[config.mk]
export PLATFORM = sky130hd
export DESIGN_NAME = alu_result_stage
export DESIGN_NICKNAME = d
export VERILOG_FILES = /design/src/rtl/alu_pkg.sv /design/src/rtl/alu_result_fifo.sv /design/src/rtl/alu_result_stage.sv
export SDC_FILE = /design/constraint.sdc
export NUM_CORES = 1
export LEC_CHECK = 0
export ABC_AREA = 1
export ABC_CLOCK_PERIOD_IN_PS = 10400
export CAP_MARGIN = 5
export CORE_MARGIN = 3
export CORE_UTILIZATION = 52
export DETAILED_ROUTE_END_ITERATION = 8
export MAX_ROUTING_LAYER = met4
export PLACE_DENSITY = 0.72
export SKIP_LAST_GASP = 1
export SYNTH_ARGS = -nofsm -noshare
export SYNTH_HDL_FRONTEND = slang
export SYNTH_HIERARCHICAL = 1
export SYNTH_SLANG_ARGS = --single-unit
[constraint.sdc]
create_clock -name clk -period 10.4 [get_ports clk]
set_input_delay 3.12 -clock clk [delete_from_list [all_inputs] [get_ports clk]]
set_output_delay 3.12 -clock clk [all_outputs]
set_load 0.03 [all_outputs]
[src/rtl/alu_pkg.sv]
// Shared ALU definitions: opcode encoding and legality check used by the ALU
// and by its downstream retire stage.
package alu_pkg;

    localparam int OPW = 4;

    localparam logic [OPW-1:0] ADD   = 4'd0;
    localparam logic [OPW-1:0] SUB   = 4'd1;
    localparam logic [OPW-1:0] AND   = 4'd2;
    localparam logic [OPW-1:0] OR    = 4'd3;
    localparam logic [OPW-1:0] SLL   = 4'd4;
    localparam logic [OPW-1:0] MUL   = 4'd5;
    localparam logic [OPW-1:0] SEQ   = 4'd6;
    localparam logic [OPW-1:0] SRL   = 4'd7;
    localparam logic [OPW-1:0] PASSB = 4'd8;

    function automatic logic is_legal_op(input logic [OPW-1:0] opcode);
        return opcode <= PASSB;
    endfunction

endpackage

[src/rtl/alu_result_fifo.sv]
// Generic synchronous FIFO with occupancy count; DEPTH must be a power of two
// so the pointers wrap by plain overflow.
module alu_result_fifo #(
    parameter int DW    = 8,
    parameter int DEPTH = 4
) (
    input  logic                     clk,
    input  logic                     rst,
    input  logic                     wr_en,
    input  logic [DW-1:0]            wr_data,
    input  logic                     rd_en,
    output logic [DW-1:0]            rd_data,
    output logic [$clog2(DEPTH):0]   count,
    output logic                     full,
    output logic                     empty
);

    localparam int AW = $clog2(DEPTH);

    logic [DW-1:0] mem [DEPTH];
    logic [AW-1:0] wr_ptr;
    logic [AW-1:0] rd_ptr;
    logic          do_wr;
    logic          do_rd;

    assign full    = (count == (AW+1)'(DEPTH));
    assign empty   = (count == '0);
    assign do_wr   = wr_en && !full;
    assign do_rd   = rd_en && !empty;
    assign rd_data = mem[rd_ptr];

    // NOTE: state updates use non-blocking assignments so every register in
    // the design samples its inputs from the same pre-edge values.
    always_ff @(posedge clk or posedge rst) begin
        if (rst) begin
            wr_ptr <= '0;
            rd_ptr <= '0;
            count  <= '0;
        end else begin
            if (do_wr) wr_ptr <= wr_ptr + 1'b1;
            if (do_rd) rd_ptr <= rd_ptr + 1'b1;
            case ({do_wr, do_rd})
                2'b10:   count <= count + 1'b1;
                2'b01:   count <= count - 1'b1;
                default: count <= count;
            endcase
        end
    end

    // NOTE: storage is deliberately not reset; the pointers and count define
    // which slots are meaningful, so stale contents are never observed.
    always_ff @(posedge clk) begin
        if (do_wr) mem[wr_ptr] <= wr_data;
    end

endmodule

[src/rtl/alu_result_stage.sv]
// Retire stage behind the combinational ALU: normalises flags at capture,
// buffers entries in a FIFO and counts retired operations.
module alu_result_stage
    import alu_pkg::*;
#(
    parameter int WIDTH = 128,
    parameter int DEPTH = 4,
    parameter int CNTW  = 32
) (
    input  logic                    clk,
    input  logic                    rst,
    input  logic                    in_valid,
    output logic                    in_ready,
    input  logic [OPW-1:0]          in_opcode,
    input  logic [WIDTH-1:0]        in_result,
    input  logic                    in_carry,
    output logic                    out_valid,
    input  logic                    out_ready,
    output logic [OPW-1:0]          out_opcode,
    output logic [WIDTH-1:0]        out_result,
    output logic                    out_carry,
    output logic                    out_zero,
    output logic                    out_illegal,
    output logic [$clog2(DEPTH):0]  occupancy,
    output logic [CNTW-1:0]         retired_count
);

    typedef struct packed {
        logic [OPW-1:0]   opcode;
        logic [WIDTH-1:0] result;
        logic             carry;
        logic             zero;
        logic             illegal;
    } entry_t;

    entry_t wr_entry;
    entry_t head;
    entry_t held;
    entry_t shown;
    logic   push;
    logic   pop;
    logic   full;
    logic   empty;

    assign in_ready  = !full;
    assign out_valid = !empty;
    assign push      = in_valid && in_ready;
    assign pop       = out_valid && out_ready;

    // NOTE: every field gets a default first so no path leaves a latch.
    always_comb begin
        wr_entry        = '0;
        wr_entry.opcode = in_opcode;
        if (is_legal_op(in_opcode)) begin
            wr_entry.carry  = (in_opcode == ADD || in_opcode == SUB) ? in_carry : 1'b0;
            wr_entry.result = (in_opcode == SEQ) ? '0 : in_result;
        end else begin
            wr_entry.illegal = 1'b1;
        end
        wr_entry.zero = (wr_entry.result == '0);
    end

    alu_result_fifo #(
        .DW    ($bits(entry_t)),
        .DEPTH (DEPTH)
    ) u_fifo (
        .clk     (clk),
        .rst     (rst),
        .wr_en   (push),
        .wr_data (wr_entry),
        .rd_en   (pop),
        .rd_data (head),
        .count   (occupancy),
        .full    (full),
        .empty   (empty)
    );

    // Last retired entry keeps the outputs stable while the stage is empty.
    always_ff @(posedge clk or posedge rst) begin
        if (rst) begin
            held          <= '0;
            retired_count <= '0;
        end else if (pop) begin
            held <= head;
            if (retired_count != '1) retired_count <= retired_count + 1'b1;
        end
    end

    assign shown       = empty ? held : head;
    assign out_opcode  = shown.opcode;
    assign out_result  = shown.result;
    assign out_carry   = shown.carry;
    assign out_zero    = shown.zero;
    assign out_illegal = shown.illegal;

endmodule

==> metrics <==
initial drt markers=~1900; CP required=between 7 and 8 ns; full die area=roughly 65000 um^2; P_leak=15.7 nW; Synth area leader=edfxtp_1; core area=just over 60000 um^2; # resized after CTS=0; post-detail-place hpwl=between 40000 and 50000 um; final wirelength=~77000 um; Critical R2R Capture=retired_count[16]$_DFFE_PP0P_; ranking of synthesized cells by area=edfxtp_1, dfrtp_1, nand2_1, o211ai_1, inv_1; RSZ-0062 raised after global routing=no; setup TNS=0 ns; CTS tree=yes; Synth Area in Compound Gates=between 10% and 20%; GP Congestion=a little over 0.8; maximum VDD drop=about 300 uV; Post-Syn Area per Cell=~10 um^2; synthesized area=32200 um^2; iteration count of the initial detailed-routing pass=6; largest family of logic cells by synthesized area=simple AND/OR/NAND/NOR gates; # rows=90; Worst-path clk slew=around 0.060 ns; total of max-cap violations=0; first-pass GRT wire length=120000 um; Ys Warns=6; Tot Pwr=12.0 mW; CTS Hold Buffers Added=0; Final Instance Count excl. Fillers=4223; Final period util=71.3%; Chip Height=255 um; EDFF count, synth=540; GRT Overall Usage=about 24%; measured slew at the worst slew-check pin=1.20 ns; post-synth cell types=28; Adder-Cell Fraction of Synth Area=less than 1%; Final Hold Vio Count=0; R2R Setup Slk=about 6.4 ns; most common cell in the netlist=nand2_1; headroom to the max-slew limit=19.7%; Clk Latency, worst-skew pair=0.62 ns; simple-gate share of the synthesized area=between 10 and 15%; Worst setup SP type=register; die width=about 250 um; crit path time final=7.42 ns; Stages on worst setup path=7; initial antenna violation count=3; Util after Layout=around 62%; CTS sink count=around 710; area delta synth->final=17.2%; ys async rst share=~24%; post-synth top area share=roughly half; Post-synth top cells=nand2_1, edfxtp_1, inv_1; vias in the first global route=~22000; worst setup path startpoint=u_fifo/count[0]$_DFFE_PP0P_; multiplexer area fraction after synthesis=0%; post-synthesis xor/xnor area fraction=less than 1%; share of cells above drive strength 1=4.28%; Vias=22600; Cell Chain, Critical Path=inv_1 > nand3_1 > inv_8 > buf_4 > nand2_1 > o21ai_0 > clkdlybuf4s50_1; CP max stage delay=~0.90 ns; wire per inst=18.3 um; DRC viols=0; CP arrival=between 4 and 5 ns; Pwr per Cell Area=around 320 nW/um^2; placed cell count=4081; Layout Skew=0.0165 ns; Worst Setup EP=out_zero; Worst setup EP type=output port; largest net degree at the start of global routing=276; worst hold stages=2; Mapped Cells=approximately 3200; H-tree depth=3; Worst path slowest cell=buf_4; status=complete, no violations; FMAX=between 100 and 150 MHz; cts bufs inserted=75; cells on worst reg2reg path=10; dominant synthesized flop cell=edfxtp_1; Max FO, Critical Path=roughly 160; worst path bufs/invs=4; FF-to-FF Start=u_fifo/count[0]$_DFFE_PP0P_; CP Class=reg -> out; CTS max path bufs=3; vias per cell=about 5.4; Synth Register Bits=approximately 710; Final Max Slew Viols=0; Starting Density=between 50 and 60%; Overflow after GRT=0; Worst Hold Class=reg -> reg; Nets=3520; io pins=just over 300; Post-CTS Setup Bufs=0; Port-buffer cells=308; CP delay by family, top=buffers and inverters; Mapped Nets=between 3000 and 4000; Final Setup Violations=0; Detail Route Antenna Nets=0; register area share after synthesis=63.9%; root buffer cell=clkbuf_16
## layout by cell type, fill, tap and decap left out, types with 2 or more instances in the layout
cell type,netlist,routed
nand2_1,914,913
edfxtp_1,540,540
inv_1,465,463
o211ai_1,327,327
clkdlybuf4s50_1,0,308
o21ai_0,273,273
dfrtp_1,174,173
nor2_1,172,168
clkbuf_16,0,76
nand3_1,38,37
xor2_1,21,21
clkbuf_1,70,20
buf_4,2,15
clkinv_1,0,11
xnor2_1,10,10
clkinv_2,0,10
nor3_1,9,9
nand4_1,7,7
clkbuf_8,0,7
ha_1,6,6
inv_6,0,5
bufinv_16,0,5
nor2_4,0,4
diode_2,0,3
nor3_2,3,3
nor2_2,3,3
buf_12,0,3
inv_4,1,2
inv_8,0,2
inv_2,4,2
clkinv_8,0,2
clkinvlp_4,0,2
## metal layers
layer,global-route usage (%),part of all wire (%),vias to the layer above
met2,39.2,48,766
li1,-,-,11000
met1,31.9,42,10800
met5,-,0,-
met3,3.89,7.3,140
met4,8.83,2.7,0
## power by group
part | internal, mW | leakage [nW] | switching, mW | total [mW]
clock | 1.53 | 1.18 | 1.09 | 2.62
sequential | 3.86 | 7.18 | 0.303 | 4.17
combinational | 1.69 | 7.38 | 3.47 | 5.17
total | 7.09 | 15.7 | 4.87 | 12.0
## worst min-delay path by stage
stage	end	slack, ns	start
CTS	held[69]$_DFFE_PP0P_	0.49	held[69]$_DFFE_PP0P_
global placement	held[105]$_DFFE_PP0P_	0.47	held[105]$_DFFE_PP0P_
detailed placement	held[86]$_DFFE_PP0P_	0.47	held[86]$_DFFE_PP0P_
floorplan	held[100]$_DFFE_PP0P_	0.45	held[100]$_DFFE_PP0P_
global route	held[77]$_DFFE_PP0P_	0.49	held[77]$_DFFE_PP0P_
finish	held[87]$_DFFE_PP0P_	0.48	held[87]$_DFFE_PP0P_
## worst reg2reg max path, cell delays in order, from the launching register on
cell	delay, ns
dfrtp_1	0.40
inv_1	0.13
nand3_1	0.27
inv_8	0.65
inv_1	0.30
nand2_8	0.41
inv_1	0.26
nand2_1	0.61
inv_1	0.46
nand2_1	0.25
xor2_1	0.16
## layout make-up
class	instances	area (um^2)
multi-input cells	1789	8690
well taps	782	978
diodes	3	7.51
fillers	4798	23100
repair buffers	326	3260
clock buffers	103	2070
clock inverters	36	342
flip-flops and latches	714	20600
inverters	470	1800
## stage by stage
stage	setup WS, ns	area (um^2)	hold WS [ns]
after floorplan	0.697	32200	0.453
after global placement	3.62	35300	0.466
after detailed placement	3.63	35300	0.473
after CTS	2.96	37700	0.487
after global routing	2.72	37700	0.495
final	2.98	37700	0.482
## logic make-up after synthesis
group	count (synthesis)
AO/OA/AOI/OAI	602
XOR/XNOR	31
adder cells (fa/ha/maj)	7
buffers and inverters	659
flip-flops	714
AND/OR/NAND/NOR	1149
## flip-flops by register name, indices dropped and copies added (netlist names)
register       cells
u_fifo/mem       540
held             135
retired_count     32
u_fifo/count       3
u_fifo/rd_ptr      2
u_fifo/wr_ptr      2
No activity file was read; power rests on OpenSTA's default activity.
